===== config.mk =====
export PLATFORM = sky130hd
export DESIGN_NAME = viterbi_traceback
export DESIGN_NICKNAME = d
export VERILOG_FILES = /design/src/rtl/viterbi_traceback.sv
export SDC_FILE = /design/constraint.sdc
export NUM_CORES = 1
export LEC_CHECK = 0
export BUFFER_PORTS_ARGS = -buffer_cell sky130_fd_sc_hd__buf_2
export CAP_MARGIN = 30
export CORE_MARGIN = 8
export CORE_UTILIZATION = 49
export CTS_BUF_LIST = sky130_fd_sc_hd__clkbuf_2 sky130_fd_sc_hd__clkbuf_4 sky130_fd_sc_hd__clkbuf_8
export DETAILED_ROUTE_END_ITERATION = 6
export GPL_ROUTABILITY_DRIVEN = 0
export PLACE_DENSITY = 0.65
export SLEW_MARGIN = 40
export SYNTH_ARGS = -nofsm -noshare
export SYNTH_HDL_FRONTEND = slang
export SYNTH_SLANG_ARGS = --single-unit
export TNS_END_PERCENT = 5

===== constraint.sdc =====
create_clock -name clk -period 8.4 [get_ports clk]
set_input_delay 0 -clock clk [delete_from_list [all_inputs] [get_ports clk]]
set_output_delay 0 -clock clk [all_outputs]
set_load 0.02 [all_outputs]

===== src/rtl/viterbi_traceback.sv =====
// Purpose  : survivor memory + traceback for the 4-state (K=3, r=1/2) hard-decision Viterbi decoder.
// Latency  : final column accepted at T -> traceback T+1..T+N -> first decoded bit valid at T+N+1.
// Backpres.: in_ready low during TRACE/OUT (one frame in flight); out_* held stable until out_ready.
//
// Ports:
//   clk, rst_n                    clock, synchronous active-low reset
//   in_valid/in_ready/in_last     step-column handshake, in_last marks the frame's final column
//   surv_in[2i+1:2i]              ACS predecessor address for state i
//   pm_in[PM_W*(i+1)-1:PM_W*i]    ACS path metric for state i
//   out_valid/out_ready           decoded-bit handshake; out_bit data, out_last final bit of frame
//   frame_err                     one-cycle pulse: frame cut at FRAME_MAX without in_last
//   busy                          high while tracing back or emitting bits
module viterbi_traceback #(
    parameter int FRAME_MAX = 32,
    parameter int PM_W      = 7
) (
    input  logic                clk,
    input  logic                rst_n,
    input  logic                in_valid,
    output logic                in_ready,
    input  logic                in_last,
    input  logic [7:0]          surv_in,
    input  logic [4*PM_W-1:0]   pm_in,
    output logic                out_valid,
    input  logic                out_ready,
    output logic                out_bit,
    output logic                out_last,
    output logic                frame_err,
    output logic                busy
);

    localparam int AW = (FRAME_MAX > 1) ? $clog2(FRAME_MAX) : 1;

    localparam logic [1:0] S_FILL  = 2'd0;
    localparam logic [1:0] S_TRACE = 2'd1;
    localparam logic [1:0] S_OUT   = 2'd2;

    logic [1:0]           state;
    logic [AW-1:0]        wr_cnt;
    logic [AW-1:0]        rd_cnt;
    logic [AW-1:0]        k_idx;
    logic [AW:0]          n_len;
    logic [1:0]           cur;

    logic [7:0]           surv_mem [FRAME_MAX];
    logic [FRAME_MAX-1:0] bit_buf;

    logic                 accept;
    logic                 frame_end;
    logic [1:0]           best_idx;
    logic [PM_W-1:0]      best_pm;
    logic [7:0]           surv_col;
    logic [1:0]           pred;
    logic [AW-1:0]        rd_nxt;
    logic [AW:0]          n_last;

    assign in_ready  = rst_n && (state == S_FILL);
    assign busy      = (state == S_TRACE) || (state == S_OUT);
    assign accept    = in_valid && in_ready;
    // Truncation at the last survivor column ends the frame even without in_last.
    assign frame_end = accept && (in_last || (wr_cnt == AW'(FRAME_MAX - 1)));

    // Minimum-metric state of the current column; strict '<' keeps the lowest index on ties.
    always_comb begin
        best_pm  = pm_in[PM_W-1:0];
        best_idx = 2'd0;
        for (int i = 1; i < 4; i++) begin
            if (pm_in[PM_W*i +: PM_W] < best_pm) begin
                best_pm  = pm_in[PM_W*i +: PM_W];
                best_idx = 2'(i);
            end
        end
    end

    assign surv_col = surv_mem[k_idx];
    assign pred     = surv_col[{cur, 1'b0} +: 2];
    assign rd_nxt   = rd_cnt + AW'(1);
    assign n_last   = n_len - (AW+1)'(1);

    // Survivor and bit-buffer storage: no reset needed, every location is written before use.
    always_ff @(posedge clk) begin
        if (accept) begin
            surv_mem[wr_cnt] <= surv_in;
        end
        if (state == S_TRACE) begin
            bit_buf[k_idx] <= cur[1];
        end
    end

    always_ff @(posedge clk) begin
        if (!rst_n) begin
            state     <= S_FILL;
            wr_cnt    <= '0;
            rd_cnt    <= '0;
            k_idx     <= '0;
            n_len     <= '0;
            cur       <= 2'd0;
            out_valid <= 1'b0;
            out_bit   <= 1'b0;
            out_last  <= 1'b0;
            frame_err <= 1'b0;
        end else begin
            frame_err <= 1'b0;
            case (state)
                S_FILL: begin
                    if (accept) begin
                        wr_cnt <= wr_cnt + AW'(1);
                        if (frame_end) begin
                            n_len     <= {1'b0, wr_cnt} + (AW+1)'(1);
                            k_idx     <= wr_cnt;
                            cur       <= best_idx;
                            frame_err <= !in_last;
                            state     <= S_TRACE;
                        end
                    end
                end
                S_TRACE: begin
                    cur <= pred;
                    if (k_idx == '0) begin
                        // bit_buf[0] is being written this same cycle, so forward it directly.
                        state     <= S_OUT;
                        rd_cnt    <= '0;
                        out_valid <= 1'b1;
                        out_bit   <= cur[1];
                        out_last  <= (n_len == (AW+1)'(1));
                    end else begin
                        k_idx <= k_idx - AW'(1);
                    end
                end
                S_OUT: begin
                    if (out_ready) begin
                        if (out_last) begin
                            state     <= S_FILL;
                            out_valid <= 1'b0;
                            out_bit   <= 1'b0;
                            out_last  <= 1'b0;
                            wr_cnt    <= '0;
                            rd_cnt    <= '0;
                        end else begin
                            rd_cnt   <= rd_nxt;
                            out_bit  <= bit_buf[rd_nxt];
                            out_last <= ({1'b0, rd_nxt} == n_last);
                        end
                    end
                end
                default: state <= S_FILL;
            endcase
        end
    end

endmodule


==> run_results.csv, run 1 <==
group,metric,value,unit
synthesis,post_synth_num_cell_types,59,
final_layout,final_area,15700,um2
floorplan,num_rows,61,
synthesis,synth_ff_type,"edfxtp_1",
clocking,cts.path.max_buffers,3,
critical_path,worstPathArrival,5.65,ns
place,io_buffer_count,46,
outcome,status,"completed",
final_layout,final_core_util,56.3,%
synthesis,synthSimpleGateAreaFrac,7.72,%
timing,min_period,5.15,ns
pwr,p_seq_share,48.8,%
min_path,hold_class,"primary input to flop",
route,vias,7872,
route,wl_per_cell,20.7,um
floorplan,start_util,50.0,%
pwr,p_sw,1000,uW
synthesis,yosys_warnings,0,
grt,grt_start_max_net_pins,74,
synthesis,synth_mux_area_share,13.3,%
synthesis,synth-compound-area-share,5.77,%
timing,finalSetupViolations,0,
place,post-dp-hpwl,18000,um
pwr,clkPwrFrac,35.2,%
critical_path,rr_worst_depth,8,
final_layout,diodes,0,
synthesis,synth_top_area_share,62.1,%
synthesis,netlist_area,13900,um2
clocking,cts.sinks,322,
critical_path,crit_required,8.90,ns
synthesis,ys_seq_area_share,67.0,%
route,drtAntennaViolNets,0,
flow_run,max_cap_violations,0,
final_layout,final_layout_size_suffix_gt1_share,23.9,%
place,place_area,14500,um2
clocking,insertion_delay,0.59,ns
grt,grt_pass1_vias,8029,
final_layout,register_area,9340,um2
pwr,power.internal,2720,uW
synthesis,synth_edf_count,288,
final_layout,fillerInstances,2231,
synthesis,synth_fa_ha_area_share,3.14,%
timing,max_freq,194,MHz
pwr,power-per-cell-area,238,nW/um2
pwr,power,3730,uW
floorplan,fp.dieArea,34100,um2
critical_path,crit_type,"primary input to flop",
final_layout,num-nets-final,1041,
timing,finClkSkew,0.0363,ns
synthesis,syn_nets,958,
synthesis,synth_largest_area_cell,"edfxtp_1",
final_layout,area_delta_synth_final,12.5,%
synthesis,synthXorXnorAreaFrac,0.880,%
timing,max_slew_margin,43.3,%
grt,grt_overflow,0,
critical_path,endpoint_kind,"flop",
route,drt_iter0_drc,655,
synthesis,synth_area_leaders,"edfxtp_1 62%, mux4_2 9.1%, dfxtp_1 4.9%, ha_1 3.1%, mux2_2 3.1%",
pwr,vdd_drop_max,186,uV
min_path,min_path_cells,7,
clocking,cts_root_buf,"clkbuf_8",
clocking,post_cts_resized,0,
timing,rsz0062_at_grt,"no",
floorplan,die_x,185,um
clocking,htreeDepth,2,
floorplan,pin_count,47,
pwr,swShare,26.9,%
timing,final-hold-violation-count,0,
critical_path,start_kind,"primary input",
timing,slew_viol_final,0,
final_layout,multiInputGateArea,4320,um2
critical_path,cp_max_fo,7,
grt,grt_usage,17.0,%
timing,tightestPinTransition,0.848,ns
synthesis,synthArstFlopShare,0,%
pwr,leakagePower,0.00524,uW
clocking,cts_inserted_buffers,53,
floorplan,coreArea,27900,um2
grt,grt_pass1_wl,45100,um
route,dr.pass1.iters,5,
floorplan,die_h,185,um
synthesis,synthCells,882,
timing,finalCritPeriodShare,61.3,%
synthesis,ys_ff_latch,322,
route,drc_errors,0,
grt,antenna_found_initial,0,
route,viasPerCell,5.68,
clocking,tritoncts,"yes",
clocking,clkTransAtPathRegs,0.05,ns
synthesis,postSynthAreaPerCell,15.8,um2
synthesis,synth_top_family_by_area,"multiplexers",
route,routed_wirelength,28700,um
timing,fin_tns_setup,0,ns
pwr,pwr-share-comb,16.1,%
sequential cells by signal (all words and copies together) (netlist names), 2 cells and up, named ones only:
signal	flops
state	2
k_idx	5
n_len	6
rd_cnt	5
wr_cnt	5
cur	2
surv_mem	256
bit_buf	32
worst max-delay path, cell delays in order:
cell and delay (ns):
dlygate4sd3_1 0.53, buf_2 0.15, nand2b_1 0.13, a31oi_1 0.27, o21ai_0 0.17, a21oi_2 0.44
mux2i_1 0.33, ha_1 0.29, a211o_1 0.30, a21oi_1 0.37, o21a_1 0.29, a31oi_4 0.09
mux2_2 0.33, ha_1 0.28, a2111oi_0 0.39, o21ai_0 0.16, a21oi_1 0.17, nor2b_1 0.15
a21oi_1 0.10, a211oi_2 0.16, dlygate4sd3_1 0.56
routing by layer:
metal / GRT usage (%) / vias up / routed length [um]
met5: 0 / - / 0
li1: - / 3621 / -
met3: 3.74 / 49 / 1770
met4: 4.74 / 0 / 485
met2: 26.8 / 228 / 13200
met1: 23.5 / 3974 / 13200
power groups by stage:
stage,Combinational [uW],Sequential [uW],Clock [uW]
floorplan,432,1850,0
global placement,590,1850,0
detailed placement,594,1850,0
CTS,604,1820,1340
global route,660,1820,1410
finish,599,1820,1310
cells by family (layout without fill, tap and decap cells):
group           after synthesis  count (layout)
compound gates              110             110
fa+ha+maj                    35              35
simple gates                225             225
flops                       322             322
xor+xnor                     14              14
buf+inv                      65             191
mux                         111             111
Yosys cell counts, drive strengths merged (3+ instances only):
| cell type | n |
|---|---|
| clkbuf | 17 |
| mux2i | 17 |
| or3 | 7 |
| nor2 | 79 |
| nand2 | 50 |
| a21boi | 10 |
| mux4 | 56 |
| edfxtp | 288 |
| a21oi | 19 |
| dfxtp | 34 |
| a31oi | 4 |
| nand3b | 3 |
| nand3 | 28 |
| buf | 21 |
| and2 | 8 |
| nor3 | 10 |
| a22oi | 17 |
| o211a | 4 |
| o22ai | 3 |
| xor2 | 8 |
| ha | 35 |
| nand2b | 4 |
| mux2 | 38 |
| o21a | 3 |
| nor2b | 10 |
| xnor2 | 6 |
| a211oi | 5 |
| o21ai | 17 |
| nand4 | 8 |
| nor3b | 3 |
| and3 | 7 |
| a221oi | 16 |
| inv | 27 |
area by class of cell:
type | count | area share (%)
tap | 378 | 3.02
timing repair buffer | 66 | 2.73
clock buffer | 62 | 5.08
sequential | 322 | 59.6
inverter | 27 | 0.646
clock inverter | 36 | 1.42
multi-input combinational | 495 | 27.5
placed cells by master, fill, tap and decap left out, types with 7 or more instances in the layout:
cell / synthesis / routed
nor3_1: 10 / 10
and2_1: 8 / 8
inv_1: 27 / 27
mux4_2: 56 / 56
nor2_2: 1 / 8
a21boi_0: 10 / 10
dfxtp_1: 34 / 32
ha_1: 35 / 35
clkinv_1: 0 / 23
mux2i_1: 17 / 17
clkinv_2: 0 / 7
clkbuf_4: 0 / 9
edfxtp_1: 288 / 288
nor2_1: 78 / 71
buf_2: 12 / 46
nand2_1: 50 / 50
nor2b_1: 10 / 10
mux2_2: 38 / 38
dlygate4sd3_1: 0 / 16
xor2_1: 8 / 8
nand3_1: 28 / 28
o21ai_0: 16 / 16
clkbuf_8: 0 / 53
a221oi_1: 16 / 16
a22oi_1: 17 / 17
and3_1: 7 / 7
nand4_1: 8 / 8
a21oi_1: 18 / 18
worst paths after layout:
kind | startpoint | endpoint | slack (ns)
setup / recovery | pm_in[7] | cur[0]$_SDFFE_PN0P_ | 3.25
hold / removal | pm_in[21] | cur[1]$_SDFFE_PN0P_ | 0.18
hold reg to reg | n_len[4]$_SDFFE_PN0P_ | n_len[4]$_SDFFE_PN0P_ | 0.48
setup reg to reg | flop | cur[0]$_SDFFE_PN0P_ | 5.25
stage by stage:
step / hold slack (ns) / std cells / setup WS (ns)
2_1_floorplan: 0.0724 / 882 / 4.10
3_3_place_gp: 0.194 / 1272 / 3.53
3_5_place_dp: 0.200 / 1272 / 3.38
4_1_cts: 0.166 / 1386 / 3.26
5_1_grt: 0.289 / 1386 / 2.74
6_report: 0.179 / 1386 / 3.25
timing repair:
action / in CTS / in global routing
endpoints found under the hold margin: 273 / 0
setup buffers: 0 / 0
hold buffers: 16 / 0
No activity file was read; power rests on OpenSTA's default activity.
==> inputs of run 2 (changes only) <==
Settings changed: PLACE_DENSITY 0.65 to 0.68.
Clock period 8.4 ns to 4.3 ns, I/O delays scaled along.
==> run_results.csv, run 2 (synthesis gave the netlist of run 1 again) <==
group,metric,value,unit
outcome,status,"completed",
final_layout,most-common-layout-cells,"288 x edfxtp_1, 72 x nor2_1, 56 x mux4_2",
clocking,cts.path.max_buffers,3,
final_layout,final_core_util,56.6,%
grt,top_usage_layer,"met2",
final_layout,num-nets-final,1051,
place,io_buffer_count,46,
route,drt_iter0_drc,546,
grt,grt_use_met2,27.0,%
route,viasPerCell,5.65,
grt,grt_usage,16.9,%
critical_path,rrSetupSlack,1.33,ns
min_path,holdPathEnd,"cur[0]$_SDFFE_PN0P_",
min_path,min_path_cells,6,
critical_path,rr_worst_depth,9,
critical_path,cp.buffers_inverters,3,
route,vias,7868,
grt,grt_pass1_wl,44900,um
clocking,cts_root_buf,"clkbuf_8",
final_layout,final_cell_count_no_fill,1392,
route,wl_per_cell,20.4,um
place,dp.cells,1280,
timing,finalSetupViolations,0,
clocking,cts.sinks,322,
final_layout,final_layout_size_suffix_gt1_share,25.5,%
floorplan,die_h,185,um
route,drc_errors,0,
pwr,power,7260,uW
critical_path,max_stage_delay,0.54,ns
grt,grt_start_max_net_pins,69,
critical_path,path_cells,"dlygate4sd3_1, buf_2, nand2b_1, a31oi_1, o21ai_0, a21oi_2, buf_4, mux2i_2, ha_1, o21a_1, nor2_1, o21a_1, a31oi_4, mux2_2, ha_1, a211oi_1, nor2_1, o311ai_0, a31o_2, a21oi_1, a211oi_1",
grt,antenna_found_initial,0,
clocking,htreeDepth,2,
critical_path,start_kind,"primary input",
min_path,min-delay-start,"pm_in[0]",
grt,grt_pass1_vias,8053,
timing,max_slew_margin,43.0,%
critical_path,cp_max_fo,7,
final_layout,top_register,"surv_mem",
timing,max_freq,254,MHz
route,routed_wirelength,28400,um
final_layout,top_regs,"surv_mem (256), bit_buf (32), n_len (6)",
pwr,power-per-cell-area,461,nW/um2
final_layout,largest_reg_flops,256,
critical_path,worstPathArrival,4.43,ns
floorplan,die_x,185,um
flow_run,max_cap_violations,0,
clocking,tritoncts,"yes",
timing,rsz0062_at_grt,"no",
floorplan,fp.dieArea,34100,um2
floorplan,num_rows,61,
timing,min_period,3.94,ns
grt,grtUsageMet3,3.60,%
pwr,vdd_drop_max,317,uV
grt,met1_usage,22.9,%
floorplan,pin_count,47,
route,drtAntennaViolNets,0,
route,dr.pass1.iters,5,
timing,tightestPinTransition,0.852,ns
timing,finClkSkew,0.0198,ns
grt,grt_overflow,0,
floorplan,coreArea,27900,um2
timing,final-hold-violation-count,0,
final_layout,diodes,0,
critical_path,crit_required,4.79,ns
final_layout,final_common_cell,"edfxtp_1",
final_layout,fillerInstances,2218,
place,post-dp-hpwl,17700,um
clocking,cts_inserted_buffers,52,
critical_path,worstReg2RegStart,"wr_cnt[0]$_SDFFE_PN0P_",
timing,slew_viol_final,0,
clocking,insertion_delay,0.58,ns
pwr,leakagePower,0.00528,uW
min_path,hold_class,"primary input to flop",
timing,finalCritPeriodShare,91.7,%
critical_path,endpoint_kind,"flop",
floorplan,start_util,50.0,%
critical_path,crit_type,"primary input to flop",
critical_path,slowest_stage,"dlygate4sd3_1",
critical_path,cp_top_family,"compound AO/OA/AOI/OAI gates",
critical_path,r2r-end,"k_idx[3]$_SDFFE_PN0P_",
clocking,clkTransAtPathRegs,0.06,ns
final_layout,area_delta_synth_final,13.1,%
[run 2: cell count changes in the layout (fill, tap and decap cells not counted), sizes merged]
cell,change
buf,+11
bufinv,-2
clkbuf,+10
clkinv,-13
clkinvlp,+1
inv,-1
[run 2: what timing repair did]
item,4_1_cts,5_1_grt
resized for setup,0,5
endpoints found under the hold margin,290,0
hold buffers,16,0
setup endpoints to repair,0,2
buffers inserted,0,3
[run 2: routing by layer]
| metal | share of wire (%) | up-vias |
|---|---|---|
| li1 | - | 3647 |
| met1 | 45 | 3960 |
| met2 | 47 | 222 |
| met3 | 6.1 | 39 |
| met4 | 1.8 | 0 |
| met5 | 0 | - |
[run 2: report_power, final]
group	internal (uW)	switching, uW	leakage, uW
combinational	495	672	0.00189
sequential	3490	92.1	0.00287
clock	1330	1180	0.000518
[run 2: cell type report]
class                   count  area [um2]  area share, %
inverters                  27         101          0.643
repair buffers             77         528           3.35
clock buffers              72         885           5.61
clock inverters            21         103          0.651
multi-input cells         495        4330           27.5
well taps                 378         473           3.00
flip-flops and latches    322        9340           59.2
[run 2: stage by stage]
stage | setup slack [ns] | cell area [um2] | hold slack (ns) | TNS (ns)
floorplan | 0.00107 | 13900 | 0.0724 | 0
global placement | -0.0373 | 14600 | 0.194 | -0.0373
detailed placement | -0.113 | 14600 | 0.198 | -0.168
CTS | 0.249 | 15700 | 0.107 | 0
global route | 0.00559 | 15800 | 0.146 | 0
finish | 0.358 | 15800 | 0.140 | 0
[run 2: worst register-to-register path, delay by kind of cell (launching register included)]
family,cells,cell delay [ns]
AOI/OAI and AO/OA,5,1.65
adders and majority gates,2,0.49
DFF,1,0.38
and+or+nand+nor,2,0.31
[run 2: how the worst max path moves through the flow]
| stage | startpoint | endpoint | slack [ns] | cells past startpoint |
|---|---|---|---|---|
| 2_1_floorplan | pm_in[2] | cur[1]$_SDFFE_PN0P_ | 0.001 | 20 |
| 3_3_place_gp | pm_in[2] | cur[1]$_SDFFE_PN0P_ | -0.04 | 21 |
| 3_5_place_dp | pm_in[4] | cur[1]$_SDFFE_PN0P_ | -0.11 | 21 |
| 4_1_cts | pm_in[7] | cur[1]$_SDFFE_PN0P_ | 0.25 | 20 |
| 5_1_grt | pm_in[7] | cur[1]$_SDFFE_PN0P_ | 0.006 | 20 |
| 6_report | pm_in[7] | cur[1]$_SDFFE_PN0P_ | 0.36 | 21 |
